**src/rtl/fetch_decode_stage.sv**
```systemverilog
// fetch_decode_stage
//
// Fetch stage and IF/ID pipeline register of a 5-stage RV32I core.
// It holds the PC register, selects the next fetch address (sequential,
// branch/jal target, or jalr target) and captures the fetched instruction
// into the decode-stage bundle. Stall and flush decisions come from the
// hazard controller and are applied here. A saturating counter records
// how many real instructions were squashed by flushes.
//
// Handshake: there is no valid/ready pair here. StallF/StallD act as an
// inverted "ready" from the downstream pipeline. When a stall is high the
// corresponding register holds. FlushD overrides StallD. ValidD marks
// whether the decode bundle carries a real instruction (1) or a bubble (0).
//
// Ports:
//   clk, rst_n             clock, asynchronous active-low reset
//   StallF, StallD, FlushD hazard controls
//   PCSrcE                 00 seq, 01/11 PCTargetE, 10 ALUResultE (jalr)
//   PCTargetE, ALUResultE  redirect targets from execute
//   InstrF                 combinational instruction memory data for PCF
//   PCF                    fetch address
//   InstrD, PCD, PCPlus4D  decode-stage bundle
//   ValidD                 1 = real instruction, 0 = bubble
//   BubbleCnt              saturating count of squashed valid instructions
module fetch_decode_stage #(
    parameter logic [31:0] RESET_PC  = 32'h0000_0000,
    parameter logic [31:0] NOP_INSTR = 32'h0000_0013,
    parameter int          CNT_W     = 16
) (
    input  logic             clk,
    input  logic             rst_n,
    input  logic             StallF,
    input  logic             StallD,
    input  logic             FlushD,
    input  logic [1:0]       PCSrcE,
    input  logic [31:0]      PCTargetE,
    input  logic [31:0]      ALUResultE,
    input  logic [31:0]      InstrF,
    output logic [31:0]      PCF,
    output logic [31:0]      InstrD,
    output logic [31:0]      PCD,
    output logic [31:0]      PCPlus4D,
    output logic             ValidD,
    output logic [CNT_W-1:0] BubbleCnt
);

    localparam logic [CNT_W-1:0] CNT_MAX = {CNT_W{1'b1}};

    logic [31:0]      pc_q, pc_d;
    logic [31:0]      instr_q, instr_d;
    logic [31:0]      pcd_q, pcd_d;
    logic [31:0]      pcp4d_q, pcp4d_d;
    logic             valid_q, valid_d;
    logic [CNT_W-1:0] cnt_q, cnt_d;

    logic [31:0] pc_plus4_f;
    logic [31:0] pc_next_f;
    logic        redirect;

    // Wraps modulo 2^32 naturally.
    assign pc_plus4_f = pc_q + 32'd4;
    assign redirect   = (PCSrcE != 2'b00);

    always_comb begin
        pc_next_f = pc_plus4_f;
        case (PCSrcE)
            2'b00:   pc_next_f = pc_plus4_f;
            2'b10:   pc_next_f = {ALUResultE[31:1], 1'b0};
            default: pc_next_f = PCTargetE;   // 01 and 11
        endcase
    end

    // A redirect must never be lost, so it overrides StallF.
    always_comb begin
        pc_d = pc_next_f;
        if (StallF && !redirect) begin
            pc_d = pc_q;
        end
    end

    always_comb begin
        instr_d = instr_q;
        pcd_d   = pcd_q;
        pcp4d_d = pcp4d_q;
        valid_d = valid_q;
        if (FlushD) begin
            instr_d = NOP_INSTR;
            pcd_d   = 32'd0;
            pcp4d_d = 32'd0;
            valid_d = 1'b0;
        end else if (!StallD) begin
            instr_d = InstrF;
            pcd_d   = pc_q;
            pcp4d_d = pc_plus4_f;
            valid_d = 1'b1;
        end
    end

    // Only squashing a real instruction counts; re-flushing a bubble does not.
    always_comb begin
        cnt_d = cnt_q;
        if (FlushD && valid_q && (cnt_q != CNT_MAX)) begin
            cnt_d = cnt_q + {{(CNT_W-1){1'b0}}, 1'b1};
        end
    end

    always_ff @(posedge clk or negedge rst_n) begin
        if (!rst_n) begin
            pc_q    <= RESET_PC;
            instr_q <= NOP_INSTR;
            pcd_q   <= 32'd0;
            pcp4d_q <= 32'd0;
            valid_q <= 1'b0;
            cnt_q   <= '0;
        end else begin
            pc_q    <= pc_d;
            instr_q <= instr_d;
            pcd_q   <= pcd_d;
            pcp4d_q <= pcp4d_d;
            valid_q <= valid_d;
            cnt_q   <= cnt_d;
        end
    end

    assign PCF       = pc_q;
    assign InstrD    = instr_q;
    assign PCD       = pcd_q;
    assign PCPlus4D  = pcp4d_q;
    assign ValidD    = valid_q;
    assign BubbleCnt = cnt_q;

endmodule

```
**config.mk**
```make
export PLATFORM = sky130hd
export DESIGN_NAME = fetch_decode_stage
export DESIGN_NICKNAME = d
export VERILOG_FILES = /design/src/rtl/fetch_decode_stage.sv
export SDC_FILE = /design/constraint.sdc
export NUM_CORES = 1
export LEC_CHECK = 0
export CAP_MARGIN = 25
export CORE_ASPECT_RATIO = 0.8
export CORE_MARGIN = 2
export CORE_UTILIZATION = 40
export CTS_CLUSTER_SIZE = 40
export DETAILED_ROUTE_END_ITERATION = 8
export GPL_TIMING_DRIVEN = 0
export PLACE_DENSITY = 0.84
export SLEW_MARGIN = 20
export SYNTH_ARGS = -nofsm -noshare
export SYNTH_HDL_FRONTEND = slang
export SYNTH_SLANG_ARGS = --single-unit
```
**constraint.sdc**
```tcl
create_clock -name clk -period 1.9 [get_ports clk]
set_clock_uncertainty 0.15 [all_clocks]
set_input_delay 0.38 -clock clk [delete_from_list [all_inputs] [get_ports clk]]
set_output_delay 0.38 -clock clk [all_outputs]
set_load 0.005 [all_outputs]
```
==> results by group, run 1 <==
Status
  – Run status: finished with violations
  – Failing checks: setup timing

Drt
  – DR iter-0 viols: between 400 and 500
  – Final antenna-violating net count: 0
  – Routed vias: approximately 7400
  – Drt wl/cell: approximately 20 um
  – Pre-antenna DRT Iters: 5
  – Vias per cell: roughly 5.6
  – Drc violations: 0
  – Total routed wirelength: approximately 27 mm

Clock network
  – Clock buffer depth: 2
  – Clock Latency Late Sink: approximately 0.43 ns
  – Clk pin slew, worst setup/hold paths: about 0.070 ns
  – Clk sinks: around 140
  – Number of buffers created by CTS: 17
  – H-tree levels: 4
  – CTS tree: yes
  – Root Buffer: clkbuf_16

Global routing
  – Gr busiest metal: met2
  – Initial antenna violation count: 0
  – GRT overflow: 0
  – Largest net degree at the start of global routing: slightly below 80
  – GRT Total Usage: between 20% and 30%
  – Routing usage on met1: between 30% and 40%
  – Global-route wire length before repair: between 40 and 50 mm
  – Number of global-route vias before repair: 7323
  – GR met2 Demand/Resource: 42.4%
  – Met3 Usage GRT: between 8 and 9%

Final layout
  – # fillers: 1400
  – Final nets: 1190
  – Share of layout cells above drive strength 1: 22.5%
  – Post-route cell area: around 12000 um2
  – Area Overhead vs Synth: 62.7%
  – N_diodes: 0

Yosys
  – Yosys cell types: 60
  – Synthesized flop and latch total: 143
  – Top post-synthesis cells by count: 140 x dfrtp_1, 106 x nor2_1, 68 x mux2i_1
  – Top post-synthesis cells by area: dfrtp_1 48%, mux2i_1 9.4%, nor2_1 5.5%, xnor2_1 3.5%, a21oi_1 3.4%
  – Syn Nets: between 800 and 900
  – Synth Area per Inst: about 9.9 um2
  – Post-synth top area cell: dfrtp_1
  – YS warnings: 0
  – Ys async rst share: 100%
  – Register area share after synthesis: 49.4%
  – Synth top area share: 48.3%
  – Post-synth top flop: dfrtp_1
  – Top-count cell post-synth: dfrtp_1
  – Syn Inst Count: ~730
  – EDFF count, synth: 0
  – Post-Syn Area: about 7300 um2

Placement
  – Area post-placement: ~10000 um2
  – Dpl hpwl: 17.8 mm
  – Port bufs: between 200 and 250
  – GPL Wtd Cong: roughly 0.85

Die
  – Chip width: 155 um
  – DIE HEIGHT: 124 um
  – Die Area: just under 20000 um2
  – CORE AREA: between 15000 and 20000 um2
  – Rows: 44
  – Starting Density: ~40%
  – I/O pins: 248

Timing
  – Setup TNS: -0.651 ns
  – F_max: 0.493 GHz
  – Final WS setup: -0.128 ns
  – Period minus WS final: around 2.0 ns
  – Slew @ Worst Pin: 0.684 ns
  – Final hold violations: 0
  – Final Setup Violations: 13
  – Rel. slew slack: a little over half
  – RSZ-0062 raised after global routing: true
  – Final slew viol count: 0
  – Period utilization: 107%

Critical path
  – Crit path DAT: roughly 2.2 ns
  – Critical path type: reg -> reg
  – R2r worst-path depth: 7
  – CP required: 2.04 ns
  – Worst R2R End: PCPlus4D[29]
  – CP startpoint kind: flop
  – Crit end category: flop
  – Crit path largest cell delay: roughly 0.45 ns
  – Register-to-register setup slack: -0.13 ns
  – Crit-path leading delay family: simple AND/OR/NAND/NOR gates
  – Crit-path cells: clkbuf_8 > nand4_4 > nor4_4 > buf_4 > nand4_1 > xnor2_1 > a21oi_1
  – Worst path buffer plus inverter count: 2
  – Slowest cell on crit path: nor4_4
  – FF-to-FF Start: PCF[12]
  – CP Max Fanout: 5

Hold path
  – Min-Delay Path Class: in -> async

Flow run
  – Max-cap viol count: 0

Power and ir drop
  – Leak: around 0.0054 uW
  – VDD IR max: 0.561 mV
  – PD cells: 802 nW/um2
cells by family after synthesis:
kind of cell,Yosys count,share of synthesized area (%)
DFF,143,49.4
xor gates and xnor gates,42,5.07
muxes,70,9.70
and+or+nand+nor,243,16.7
buffers and inverters,74,4.14
AOI/OAI and AO/OA,158,14.6
adders and majority gates,2,0.345
final cells by class:
type	count	area (um2)	area share, %
clock inverter	13	188	1.59
multi-input combinational	515	3640	30.9
tap	230	288	2.44
buffer	54	328	2.78
timing repair buffer	335	3220	27.3
inverter	19	78.8	0.668
sequential	143	3610	30.6
clock buffer	19	443	3.75
report_power, final:
part           switching, uW  internal (uW)  leakage [uW]
combinational           1030           1270       0.00329
clock                   1390           2240      0.000300
sequential               229           3320       0.00185
total                   2640           6820       0.00544
worst max path at each step:
stage	start	endpoint	slack [ns]	cells past startpoint
global placement	rst_n	PCF[7]	-6.07	1
global route	PCF[12]	PCPlus4D[29]	-0.17	7
floorplan	PCF[2]	PCPlus4D[26]	-0.10	6
detailed placement	StallD	PCD[25]	-1.03	5
CTS	PCF[2]	PCPlus4D[30]	-0.07	6
finish	PCF[12]	PCPlus4D[29]	-0.13	7
stage by stage:
stage	hold slack (ns)	util, %	total power [uW]	std cells	setup slack, ns
global placement	0.335	55.7	5410	1206	-6.07
detailed placement	0.223	55.9	5470	1207	-1.03
finish	0.336	65.7	9460	1328	-0.128
floorplan	-0.0656	-	4360	732	-0.102
global route	0.386	65.7	9790	1328	-0.166
CTS	0.355	63.0	9310	1295	-0.0729
registers in the layout, indices dropped and copies added (netlist names):
| signal | cells |
|---|---|
| ValidD | 1 |
| PCPlus4D | 30 |
| PCF | 32 |
| PCD | 32 |
| InstrD | 32 |
| BubbleCnt | 16 |
placed cells by master, fill, tap and decap left out, types with 13 or more instances in the layout:
master and n:
xnor2_1 26, buf_6 19, dlymetal6s2s_1 13, dfrtp_1 119
nor2_1 104, clkbuf_16 17, clkbuf_2 22, clkdlybuf4s50_1 215
a21oi_1 47, dlygate4sd2_1 13, nand4_1 19, inv_1 16
a211oi_1 17, mux2i_1 68, o21ai_0 21, buf_4 81
dfrtp_2 21, nand2_1 41
metal layers:
metal  up-vias  wire length (um)
li1       3306                 -
met1      3624             11300
met2       391             12400
met3        68              2210
met4         0               754
met5         -                 0
what timing repair did:
action                                  4_1_cts  5_1_grt
buffers inserted                             56       35
endpoints found under the setup margin      160       80
resized for setup                            98       83
pin swaps                                    13       33
hold buffers                                  1        0
hold endpoints to repair                     63        0
(Power assumes the default switching activity.)
==> inputs of run 2 (changes only) <==
Settings changed: CORE_MARGIN 2 to 3.
==> run 2 against run 1 <==
Against the previous run:
- clock power down 4%
- total power down 2.3%
- design area decreased by 1.2%
- flip-flop and latch count unchanged
- via count down 0.97%
- largest power group is now registers
- the run still ends with setup timing left
==> results by group, run 2 (synthesized netlist as in run 1, its figures left out) <==
Clock network
  – Number of buffers created by CTS: 17
  – H-tree levels: 4
  – Clock buffer depth: 2
  – Clk sinks: between 100 and 150
  – CTS tree: yes
  – Clock Latency Late Sink: approximately 0.42 ns
  – Clk pin slew, worst setup/hold paths: 0.06 ns
  – Root Buffer: clkbuf_16

Die
  – CORE AREA: about 18000 um2
  – Starting Density: between 40% and 50%
  – I/O pins: approximately 250
  – Die Area: between 15000 and 20000 um2
  – Chip width: 157 um
  – DIE HEIGHT: 126 um
  – Rows: 43

Drt
  – DR iter-0 viols: between 700 and 800
  – Total routed wirelength: around 27 mm
  – Vias per cell: ~5.6
  – Drc violations: 0
  – Pre-antenna DRT Iters: 6
  – Routed vias: 7317
  – Final antenna-violating net count: 0
  – Drt wl/cell: 20.5 um

Critical path
  – Slowest cell on crit path: dfrtp_1
  – Crit-path cells: buf_6 > nand4_4 > buf_6 > nor3_4 > buf_4 > and3_4 > a21oi_1 > o22a_1
  – CP Max Fanout: 5
  – Crit path DAT: 2.19 ns
  – Critical path type: reg -> reg
  – Crit path largest cell delay: approximately 0.38 ns
  – CP required: between 2 and 2.5 ns
  – Most common cell on crit path: buf_6
  – Crit end category: flop
  – CP startpoint kind: flop

Global routing
  – Number of global-route vias before repair: ~7200
  – GRT Total Usage: a little over a quarter
  – Global-route wire length before repair: around 40 mm
  – Initial antenna violation count: 0
  – GRT overflow: 0
  – Largest net degree at the start of global routing: 74

Placement
  – Post-Place Setup Slack: -1.02 ns
  – Port bufs: about 240
  – Dpl hpwl: 18.1 mm
  – Dpl cells: between 1000 and 1500
  – GPL Wtd Cong: roughly 0.87

Timing
  – Final slew viol count: 0
  – RSZ-0062 raised after global routing: true
  – Final hold slack: between 0.3 and 0.4 ns
  – Period minus WS final: 2.05 ns
  – Final hold violations: 0
  – F_max: between 0.4 and 0.5 GHz
  – Final WS setup: -0.146 ns
  – Slew @ Worst Pin: ~0.78 ns
  – Rel. slew slack: between 40% and 50%
  – Period utilization: 108%
  – Setup TNS: -1.38 ns
  – Final Setup Violations: 22

Power and ir drop
  – Leak: 0.00530 uW
  – VDD IR max: around 0.55 mV
  – PD cells: roughly 790 nW/um2
  – Power Total: slightly above 9000 uW

Final layout
  – Share of layout cells above drive strength 1: 21.8%
  – Most frequent cells in the layout: 213 x clkdlybuf4s50_1, 119 x dfrtp_1, 104 x nor2_1
  – Area Overhead vs Synth: 60.7%
  – Commonest non-fill, non-tap cell in the layout: clkdlybuf4s50_1
  – Final nets: between 1000 and 1500
  – Non-Filler Instances: between 1000 and 1500

Flow run
  – Max-cap viol count: 0

Status
  – Failing checks: setup timing
  – Run status: finished with violations

Hold path
  – Min-Delay Path Class: in -> async
==> run 2: cell count changes in the layout (fill, tap and decap cells not counted), sizes merged, moves of 2 or more <==
cell,before,now
dlygate4sd2,13,18
dlymetal6s2s,13,11
clkdlybuf4s50,215,213
buf,108,91
==> run 2: metal layers <==
| metal | GRT usage (%) | wire length (um) | vias up |
|---|---|---|---|
| met5 | 0 | 0 | - |
| met4 | 8.08 | 665 | 0 |
| met3 | 7.81 | 2570 | 80 |
| met2 | 40.0 | 12400 | 411 |
| met1 | 35.8 | 11200 | 3563 |
| li1 | - | - | 3263 |
==> run 2: power by group <==
group | switching [uW] | total (uW) | internal [uW]
sequential | 229 | 3550 | 3320
combinational | 1020 | 2240 | 1220
clock | 1300 | 3460 | 2160
total | 2550 | 9240 | 6690
==> run 2: worst max-delay path, delay by kind of cell (launching register included) <==
family,cells,cell delay [ns]
flops,1,0.38
simple gates,3,0.63
buf+inv,3,0.48
compound gates,2,0.30
==> run 2: worst paths after layout <==
| kind | slack (ns) | depth (start not counted) | from | end |
|---|---|---|---|---|
| worst max-delay path | -0.15 | 8 | PCF[5] | PCF[22] |
| worst min-delay path | 0.35 | 2 | rst_n | PCPlus4D[20] |
| worst max register to register | -0.15 | 8 | PCF[5] | PCF[22] |
| worst min register to register | 0.37 | 2 | PCD[27] | PCD[27] |
| max in group asynchronous | 0.48 | 3 | rst_n | InstrD[1] |
| min in group clk | 0.37 | 2 | PCD[27] | PCD[27] |
==> run 2: cell type report <==
| cell class | count | area, um2 |
|---|---|---|
| Antenna cell | 1 | 2.50 |
| Buffer | 54 | 332 |
| Clock buffer | 21 | 470 |
| Clock inverter | 10 | 136 |
| Tap cell | 225 | 282 |
| Multi-Input combinational cell | 515 | 3700 |
| Fill cell | 1396 | 5880 |
| Sequential cell | 143 | 3610 |
| Timing Repair Buffer | 317 | 3050 |
| Inverter | 19 | 75.1 |
==> run 2: metrics by stage <==
step	instance area, um2	util (%)
floorplan	7270	-
global placement	10000	57.0
detailed placement	10000	57.2
CTS	11200	63.8
global route	11700	66.4
finish	11700	66.5
==> run 2: timing repair <==
item | 4_1_cts | 5_1_grt
hold buffers | 1 | 0
gates cloned | 0 | 0
gates resized for setup | 95 | 92
pin swaps | 16 | 22
setup buffers | 47 | 24
setup endpoints to repair | 162 | 142
hold endpoints to repair | 70 | 0
